<file path="config.mk">
export PLATFORM = sky130hd
export DESIGN_NAME = svi_rr_scheduler_flat
export DESIGN_NICKNAME = d
export VERILOG_FILES = /design/src/rtl/svi_rr_scheduler_if.sv /design/src/rtl/svi_rr_scheduler.sv /design/src/flat_wrapper.sv
export SDC_FILE = /design/constraint.sdc
export NUM_CORES = 1
export LEC_CHECK = 0
export ABC_AREA = 1
export CORE_AREA = 2 2 56 58
export DETAILED_ROUTE_END_ITERATION = 10
export DIE_AREA = 0 0 58 60
export PLACE_DENSITY = 0.82
export SETUP_SLACK_MARGIN = 0.15
export SLEW_MARGIN = 20
export SYNTH_ARGS = -nofsm -noshare
export SYNTH_HDL_FRONTEND = slang
export SYNTH_SLANG_ARGS = --single-unit
</file>
<file path="constraint.sdc">
create_clock -name i_clk -period 7.4 [get_ports i_clk]
set_input_delay 0.74 -clock i_clk [delete_from_list [all_inputs] [get_ports i_clk]]
set_output_delay 0.74 -clock i_clk [all_outputs]
set_load 0.02 [all_outputs]
</file>
<file path="src/rtl/svi_rr_scheduler_if.sv">
// Request/grant bundle between the requester array and svi_rr_scheduler.
interface svi_rr_scheduler_if #(
    parameter int N_REQ = 8,
    parameter int IDX_W = $clog2(N_REQ)
);
    logic [N_REQ-1:0] i_req;
    logic             i_release;
    logic [N_REQ-1:0] o_gnt;
    logic             o_gnt_vld;
    logic [IDX_W-1:0] o_gnt_idx;
    logic             o_timeout;

    modport master (
        output i_req, i_release,
        input  o_gnt, o_gnt_vld, o_gnt_idx, o_timeout
    );

    modport slave (
        input  i_req, i_release,
        output o_gnt, o_gnt_vld, o_gnt_idx, o_timeout
    );
endinterface

</file>
<file path="src/rtl/svi_rr_scheduler.sv">
// Rotating-priority scheduler: one registered one-hot grant held until release.
// Define SVI_SCHED_TIMEOUT_EN to force-release grants after MAX_HOLD cycles.
module svi_rr_scheduler #(
    parameter int N_REQ    = 8,
    parameter int IDX_W    = $clog2(N_REQ),
    parameter int MAX_HOLD = 16
) (
    input  logic              i_clk,
    input  logic              i_rst_n,
    svi_rr_scheduler_if.slave sched
);
    typedef enum logic {IDLE, BUSY} state_t;

    state_t           state_reg;
    logic [N_REQ-1:0] gnt_reg;
    logic [IDX_W-1:0] idx_reg;
    logic [IDX_W-1:0] ptr_reg;
    logic             timeout_reg;

    // Masking with the live grant excludes the grantee on release and is a no-op in IDLE.
    logic [N_REQ-1:0] req_masked;
    assign req_masked = sched.i_req & ~gnt_reg;

    logic [IDX_W-1:0] cand_idx [N_REQ];
    logic [N_REQ-1:0] cand_hit;

    genvar gi;
    generate
        for (gi = 0; gi < N_REQ; gi++) begin : g_cand
            logic [IDX_W:0] sum;
            assign sum          = {1'b0, ptr_reg} + (IDX_W+1)'(gi);
            assign cand_idx[gi] = (sum >= (IDX_W+1)'(N_REQ)) ? IDX_W'(sum - (IDX_W+1)'(N_REQ))
                                                              : sum[IDX_W-1:0];
            assign cand_hit[gi] = req_masked[cand_idx[gi]];
        end
    endgenerate

    logic             win_vld;
    logic [IDX_W-1:0] win_idx;

    always_comb begin
        win_vld = 1'b0;
        win_idx = '0;
        for (int k = N_REQ - 1; k >= 0; k--) begin
            if (cand_hit[k]) begin
                win_vld = 1'b1;
                win_idx = cand_idx[k];
            end
        end
    end

    function automatic logic [IDX_W-1:0] next_ptr(input logic [IDX_W-1:0] idx);
        return (idx == IDX_W'(N_REQ - 1)) ? '0 : idx + IDX_W'(1);
    endfunction

    logic hold_expired;

`ifdef SVI_SCHED_TIMEOUT_EN
    localparam int CNT_W = $clog2(MAX_HOLD);
    logic [CNT_W-1:0] hold_cnt_reg;
    assign hold_expired = (hold_cnt_reg == CNT_W'(MAX_HOLD - 1));
`else
    assign hold_expired = 1'b0;
    wire unused_max_hold = |MAX_HOLD;
`endif

    logic implicit_rel;
    logic end_grant;
    logic forced_rel;
    assign implicit_rel = ~sched.i_req[idx_reg];
    assign end_grant    = sched.i_release | implicit_rel | hold_expired;
    assign forced_rel   = hold_expired & ~sched.i_release & ~implicit_rel;

    always_ff @(posedge i_clk or negedge i_rst_n) begin
        if (!i_rst_n) begin
            state_reg    <= IDLE;
            gnt_reg      <= '0;
            idx_reg      <= '0;
            ptr_reg      <= '0;
            timeout_reg  <= 1'b0;
`ifdef SVI_SCHED_TIMEOUT_EN
            hold_cnt_reg <= '0;
`endif
        end else begin
            timeout_reg <= 1'b0;
            case (state_reg)
                IDLE: begin
                    if (win_vld) begin
                        state_reg    <= BUSY;
                        gnt_reg      <= N_REQ'(1) << win_idx;
                        idx_reg      <= win_idx;
                        ptr_reg      <= next_ptr(win_idx);
`ifdef SVI_SCHED_TIMEOUT_EN
                        hold_cnt_reg <= '0;
`endif
                    end
                end
                BUSY: begin
                    if (end_grant) begin
                        timeout_reg <= forced_rel;
                        if (win_vld) begin
                            gnt_reg <= N_REQ'(1) << win_idx;
                            idx_reg <= win_idx;
                            ptr_reg <= next_ptr(win_idx);
                        end else if (!implicit_rel) begin
                            // Sole requester still asking: same grantee, fresh grant.
                            ptr_reg <= next_ptr(idx_reg);
                        end else begin
                            state_reg <= IDLE;
                            gnt_reg   <= '0;
                            idx_reg   <= '0;
                        end
`ifdef SVI_SCHED_TIMEOUT_EN
                        hold_cnt_reg <= '0;
`endif
                    end else begin
`ifdef SVI_SCHED_TIMEOUT_EN
                        hold_cnt_reg <= hold_cnt_reg + CNT_W'(1);
`endif
                    end
                end
                default: state_reg <= IDLE;
            endcase
        end
    end

    assign sched.o_gnt     = gnt_reg;
    assign sched.o_gnt_vld = |gnt_reg;
    assign sched.o_gnt_idx = idx_reg;
    assign sched.o_timeout = timeout_reg;
endmodule

</file>
<file path="src/flat_wrapper.sv">
// flat-port wrapper written by rule: the top's interface ports become plain ports
module svi_rr_scheduler_flat 
#(
    parameter int N_REQ    = 8,
    parameter int IDX_W    = $clog2(N_REQ),
    parameter int MAX_HOLD = 16
)
  (i_clk, i_rst_n, sched_i_req, sched_i_release, sched_o_gnt, sched_o_gnt_vld, sched_o_gnt_idx, sched_o_timeout);
  svi_rr_scheduler_if #(.N_REQ(N_REQ), .IDX_W(IDX_W)) sched_i ();
  input  logic i_clk;
  input  logic i_rst_n;
  input wire logic [$bits(sched_i.i_req)-1:0] sched_i_req;
  input wire logic [$bits(sched_i.i_release)-1:0] sched_i_release;
  output wire logic [$bits(sched_i.o_gnt)-1:0] sched_o_gnt;
  output wire logic [$bits(sched_i.o_gnt_vld)-1:0] sched_o_gnt_vld;
  output wire logic [$bits(sched_i.o_gnt_idx)-1:0] sched_o_gnt_idx;
  output wire logic [$bits(sched_i.o_timeout)-1:0] sched_o_timeout;
  assign sched_i.i_req = sched_i_req;
  assign sched_i.i_release = sched_i_release;
  assign sched_o_gnt = sched_i.o_gnt;
  assign sched_o_gnt_vld = sched_i.o_gnt_vld;
  assign sched_o_gnt_idx = sched_i.o_gnt_idx;
  assign sched_o_timeout = sched_i.o_timeout;
  svi_rr_scheduler #(.N_REQ(N_REQ), .IDX_W(IDX_W), .MAX_HOLD(MAX_HOLD)) u_core (.i_clk(i_clk), .i_rst_n(i_rst_n), .sched(sched_i));
endmodule
</file>
# Word-level counts from Yosys, hierarchy flattened
# Index checks and enable logic that the tools add are counted.
# totals
reg_bits	15
latch_bits	0
mem_bits_rw	0
mem_bits_ro	0
output_inout_bits	13
mem_count	0
# classes
n_addsub	17
n_mul	0
n_div	0
order_cmp	17
n_eq_ne	6
n_shift	1
muxes	64
bitwise_logic	5
reduce_logical	3
# ops
cell	count
3-bit two-way mux	26
3-bit by 4-bit less-than comparator with 1-bit output, second input constant	9
8-bit two-way mux	4
4-bit >= comparator, second input constant	7
1-bit binary-select mux with 3-bit select	9
3-bit by 1-bit subtractor with 3-bit output, second input constant	8
1-bit two-way mux	21
3-bit by 3-bit adder with 4-bit output, second input constant	4
8-bit one-hot mux with 2 select lines	1
3-bit one-hot mux with 2 select lines	2
3-bit by 2-bit adder with 4-bit output, second input constant	2
8-bit bitwise AND	1
8-bit NOT	1
8-bit OR reduction	1
1-bit by 3-bit left shift with 8-bit output, first input constant	1
3-bit by 1-bit adder with 3-bit output, second input constant	2
3-bit == test, second input constant	2
3-bit != test, second input constant	2
3-bit AND reduction	2
3-bit by 1-bit adder with 4-bit output, second input constant	1
3-bit by 4-bit >= comparator with 1-bit output, second input constant	1
2-bit by 1-bit != test with 1-bit output, second input constant	1
2-bit != test, second input constant	1
1-bit NOT	2
2 further kinds	2

# Depth between registers and ports, before layout
# logic_depth
ltp_word	18
depth_mapped	22
mapped_depth_nobuf	20

# Worst setup path after synthesis
# No wires, ideal clock.
# synth_timing
kind	flip-flop to flip-flop
from	reg u_core.ptr_reg[1]
to	reg u_core.ptr_reg[2]
setup_ps	127
t_arrival_ps	2476
slack_ps	4797
path_stages_with_launch	20
n_path_buf	2
synth_period_minus_slack_ps	2603
path_cell_list	dfrtp_1 buf_4 clkinv_2 ha_1 buf_2 inv_1 nand3_1 nand3_1 nand2_2 inv_1 a21oi_1 nand2_1 nand2_1 nand2_1 nand2_1 inv_1 nor2_1 ha_1 o21ai_0 o22ai_1
# synth_between
elab_chain_len	18
# synth_lines
item	line	source
start, declared	svi_rr_scheduler.sv:17	logic [IDX_W-1:0] ptr_reg;
start signal, assigned	svi_rr_scheduler.sv:92	ptr_reg <= next_ptr(win_idx);
start signal, assigned	svi_rr_scheduler.sv:104	ptr_reg <= next_ptr(win_idx);
start signal, assigned	svi_rr_scheduler.sv:107	ptr_reg <= next_ptr(idx_reg);
3-bit by 3-bit adder with 4-bit output	svi_rr_scheduler.sv:31	assign sum = {1'b0, ptr_reg} + (IDX_W+1)'(gi);
4-bit >= comparator or 3-bit by 1-bit subtractor with 3-bit output (tied branches)	svi_rr_scheduler.sv:32	assign cand_idx[gi] = (sum >= (IDX_W+1)'(N_REQ)) ? IDX_W'(sum - (IDX_W+1)'(N_REQ))
3-bit two-way mux	svi_rr_scheduler.sv:32	
1-bit binary-select mux with 3-bit select	svi_rr_scheduler.sv:34	assign cand_hit[gi] = req_masked[cand_idx[gi]];
1-bit two-way mux (implied by the code)	svi_rr_scheduler.sv:34	
3-bit two-way mux (8 in series)	svi_rr_scheduler.sv:45	if (cand_hit[k]) begin
3-bit by 1-bit adder with 3-bit output or 3-bit == test (tied branches)	svi_rr_scheduler.sv:53	return (idx == IDX_W'(N_REQ - 1)) ? '0 : idx + IDX_W'(1);
3-bit two-way mux	svi_rr_scheduler.sv:53	
3-bit two-way mux	svi_rr_scheduler.sv:101	if (win_vld) begin
3-bit two-way mux	svi_rr_scheduler.sv:99	if (end_grant) begin
3-bit one-hot mux with 2 select lines	svi_rr_scheduler.sv:86	case (state_reg)
# Parallel ways exist; a longest one is shown, timed or not. The select of a mux whose other input is x is not followed.
# A chain may end at the register's enable or synchronous reset.

# Worst setup path in the final report
# layout_timing
from	reg u_core.ptr_reg[0]
to	reg u_core.ptr_reg[2]
# Same word-level chain as after synthesis.

==> results.rst <==
.. list-table::
   :header-rows: 1

   * - Metric
     - Value
   * - Die Area
     - between 3000 and 4000 µm²
   * - Post-CTS resize count
     - 0
   * - Detail-routed net length per standard cell
     - 13.24 µm
   * - Cell depth of the worst min-delay path
     - 2
   * - Flip-flop and latch count after synthesis
     - 15
   * - Most used cell, CP
     - nand2_1
   * - Post-CTS clock slew at the launch and capture registers of the worst setup and hold paths
     - approximately 0.09 ns
   * - Post-CTS Repair Setup Buffers
     - 0
   * - Share of flip-flops with an asynchronous set or reset after synthesis
     - 1.000
   * - Total congestion overflow after global routing
     - 0
   * - Critical Path Fanout Max
     - 12
   * - Clock tree from TritonCTS
     - built
   * - Setup Skew
     - 0.001724 ns
   * - Final worst-path setup slack
     - 4.231 ns
   * - Final Critical Period
     - ~3.2 ns
   * - Vias after detailed routing
     - around 1600
   * - Slew of the pin with the lowest slew margin
     - between 0.6 and 0.7 ns
   * - Initial antenna violation count
     - 0
   * - Pre-Repair DR Iteration Count
     - 4
   * - Data arrival at the endpoint of the critical path
     - between 3 and 4 ns
   * - Number of vias per cell
     - 5.407
   * - Max-capacitance violation count
     - 0
   * - Fin. Hold Viols
     - 0
   * - CP max-delay cell
     - dfrtp_1
   * - Hold bufs inserted after CTS
     - 0
   * - Leading cell type by number of instances after synthesis
     - nand2_1
   * - Number of top-level design ports
     - 24
   * - R2r endpoint
     - u_core.ptr_reg[2]$_DFFE_PN0P_
   * - Beginning of the worst hold path
     - u_core.sched.o_gnt[5]$_DFFE_PN0P_
   * - Worst endpoint required time
     - between 7 and 8 ns
   * - Die width
     - roughly 58 µm
   * - Row count
     - 20
   * - Antenna Nets Post-Route
     - 0
   * - Maximum number of pins on one net before global-route repair
     - 16
   * - Max Slew Vio Count
     - 0
   * - Layout fillers
     - approximately 280
   * - Final design instance area without fill
     - between 1500 and 2000 µm²
   * - Period Utilization, post-route
     - 0.4282
   * - Number of failing setup endpoints in the final timing report
     - 0
   * - Depth of the most critical reg-to-reg path
     - 17
   * - # nets final
     - roughly 290
   * - Critical Path End Type
     - flop
   * - Chip height
     - 60 µm
   * - Worst slack at placement
     - 4.269 ns
   * - Wirelength, routed
     - slightly below 4000 µm
   * - Average footprint of a synthesized cell
     - roughly 6.5 µm²
   * - Share of synthesized area occupied by flip-flops and latches
     - 0.2342
   * - Post-route DRC violation count
     - 0
   * - Crit Reg-Reg Startpoint
     - u_core.ptr_reg[0]$_DFFE_PN0P_
   * - Synth Cell Area
     - 1603 µm²
   * - Slowest stage delay, CP
     - roughly 0.62 ns
   * - Primary flip-flop cell chosen by synthesis mapping
     - dfrtp_1
   * - Slew HR
     - 0.5443
   * - Detailed placement HPWL
     - ~3200 µm
   * - Upper clock frequency limit
     - about 320 MHz
   * - Number of flip-flops in the largest register
     - 8
   * - Kind of critical path
     - reg2reg
   * - Wire length of the first global-routing pass
     - slightly below 7000 µm
   * - Number of port buffers
     - 22
   * - Effective utilization at floorplan
     - 0.5522
   * - Growth of design area from synthesis to finish
     - 15.38%
   * - Count of cell types in the netlist
     - 29
   * - Max Buffers Root-to-Sink
     - 2
   * - Clock Sink Count
     - 15
   * - Total negative slack for setup checks
     - 0 ns
   * - CTS Buf Count
     - 3
   * - Fraction of final layout cells with drive strength greater than 1
     - 0.1386
   * - Library cell occupying the most area in the post-synthesis netlist
     - dfrtp_1
   * - Via count of the first global-routing pass
     - 1567
   * - Diodes inserted
     - 0
   * - Number of instances in the synthesized netlist
     - roughly 250
   * - Worst path cell trace
     - inv_2 -> ha_1 -> inv_1 -> nand3_1 -> nand3_1 -> nand2_2 -> inv_1 -> a21oi_1 -> nand2_1 -> nand2_1 -> nand2_1 -> nand2_1 -> inv_1 -> nor2_1 -> ha_1 -> o21ai_0 -> o22ai_1
   * - Leading cell types by count after synthesis
     - nand2_1 (57), nand3_1 (52), inv_1 (28), nor2_1 (16), dfrtp_1 (15)
   * - Reg2reg setup slack
     - 4.23 ns
   * - Clock tree root driver cell
     - clkbuf_4
   * - End point of the worst hold path
     - u_core.sched.o_gnt[5]$_DFFE_PN0P_
   * - Number of enable-type register cells in the synthesized netlist
     - 0
   * - Standard cell area after detailed placement
     - around 1800 µm²
   * - Largest cells by area after synthesis
     - dfrtp_1 (23%), nand3_1 (16%), nand2_1 (13%)
   * - Type of the tightest min-delay check
     - reg2reg
   * - Core region area
     - between 2000 and 3000 µm²
   * - Syn Nets
     - 266
   * - RSZ-0062 raised after global routing
     - no
   * - Clock latency of the later-clocked register in the worst-skew pair
     - 0.29 ns
   * - Starting DRC count in detailed routing
     - 88
   * - CP startpoint kind
     - flop
   * - # H-tree levels
     - 1
   * - Result of the run
     - completed
   * - GR Util All Layers
     - 0.2572
   * - Fraction of synthesized cell area taken by the top area cell type
     - 0.2342
   * - Count of warnings emitted by yosys
     - 0
   * - Final estimated routing congestion in global placement
     - roughly 0.97
## layout make-up
class                   instances  area [µm²]  area share
multi-input cells             189        1040      0.5622
flip-flops and latches         15       375.4      0.2030
repair buffers                 22       220.2      0.1191
inverters                      37       145.1     0.07848
well taps                      33       41.29     0.02233
clock buffers                   3       22.52     0.01218
clock inverters                 1       5.005    0.002706
## worst max-delay path: cells and delay by family (launching register included)
family | cells | cell delay [ns]
compound gates | 3 | 0.38
fa+ha+maj | 2 | 0.73
buf+inv | 4 | 0.46
flops | 1 | 0.62
simple gates | 8 | 0.86
## per-stage QoR
step / utilization / hold WS (ns) / instances
final: 0.6371 / 0.5401 / 300
after global routing: 0.6371 / 0.5802 / 300
after CTS: 0.6371 / 0.5458 / 300
after detailed placement: 0.6276 / 0.5248 / 296
after global placement: 0.6276 / 0.5195 / 296
after floorplan: - / 0.4444 / 246
## layer usage
metal | GRT usage | part of all wire | vias to the layer above | routed length (µm)
met5 | 0 | 0 | - | 0
met4 | 0.1096 | 0.020 | 0 | 79
met3 | 0.04545 | 0.051 | 9 | 201
met2 | 0.4302 | 0.48 | 48 | 1905
met1 | 0.3266 | 0.45 | 723 | 1787
li1 | - | - | 842 | -
## layout by cell type (no fill, tap or decap), drive strengths merged
master,netlist,routed
clkinv,1,2
ha,9,9
nand2,66,66
o22ai,1,1
dfrtp,15,15
o21a,1,1
clkbuf,0,3
o211ai,2,2
nand4,4,4
conb,1,1
xor2,2,2
nand3,55,55
o21ai,12,12
a21oi,9,9
nor2,24,24
xnor2,1,1
inv,36,36
clkdlybuf4s50,0,22
nor4,2,2
## how the worst max path moves through the flow
stage                                                to                           from  slack (ns)
after floorplan           u_core.ptr_reg[2]$_DFFE_PN0P_  u_core.ptr_reg[1]$_DFFE_PN0P_        4.80
after global placement    u_core.ptr_reg[1]$_DFFE_PN0P_                 sched_i_req[6]        4.32
after detailed placement  u_core.ptr_reg[2]$_DFFE_PN0P_                 sched_i_req[2]        4.27
after CTS                 u_core.ptr_reg[2]$_DFFE_PN0P_  u_core.ptr_reg[0]$_DFFE_PN0P_        4.29
after global routing      u_core.ptr_reg[2]$_DFFE_PN0P_  u_core.ptr_reg[0]$_DFFE_PN0P_        3.80
final                     u_core.ptr_reg[2]$_DFFE_PN0P_  u_core.ptr_reg[0]$_DFFE_PN0P_        4.23
## cells by family after synthesis
logic type,after synthesis,share of synthesized area
other,1,0.002340
AND/OR/NAND/NOR,151,0.4598
adder cells (fa/ha/maj),9,0.07026
flip-flops,15,0.2342
XOR/XNOR,3,0.03045
buffers and inverters,42,0.1171
AO/OA/AOI/OAI,25,0.08588
Power is not shown: default switching activity piles up to over one toggle a cycle in this logic, so the estimate is an artifact.
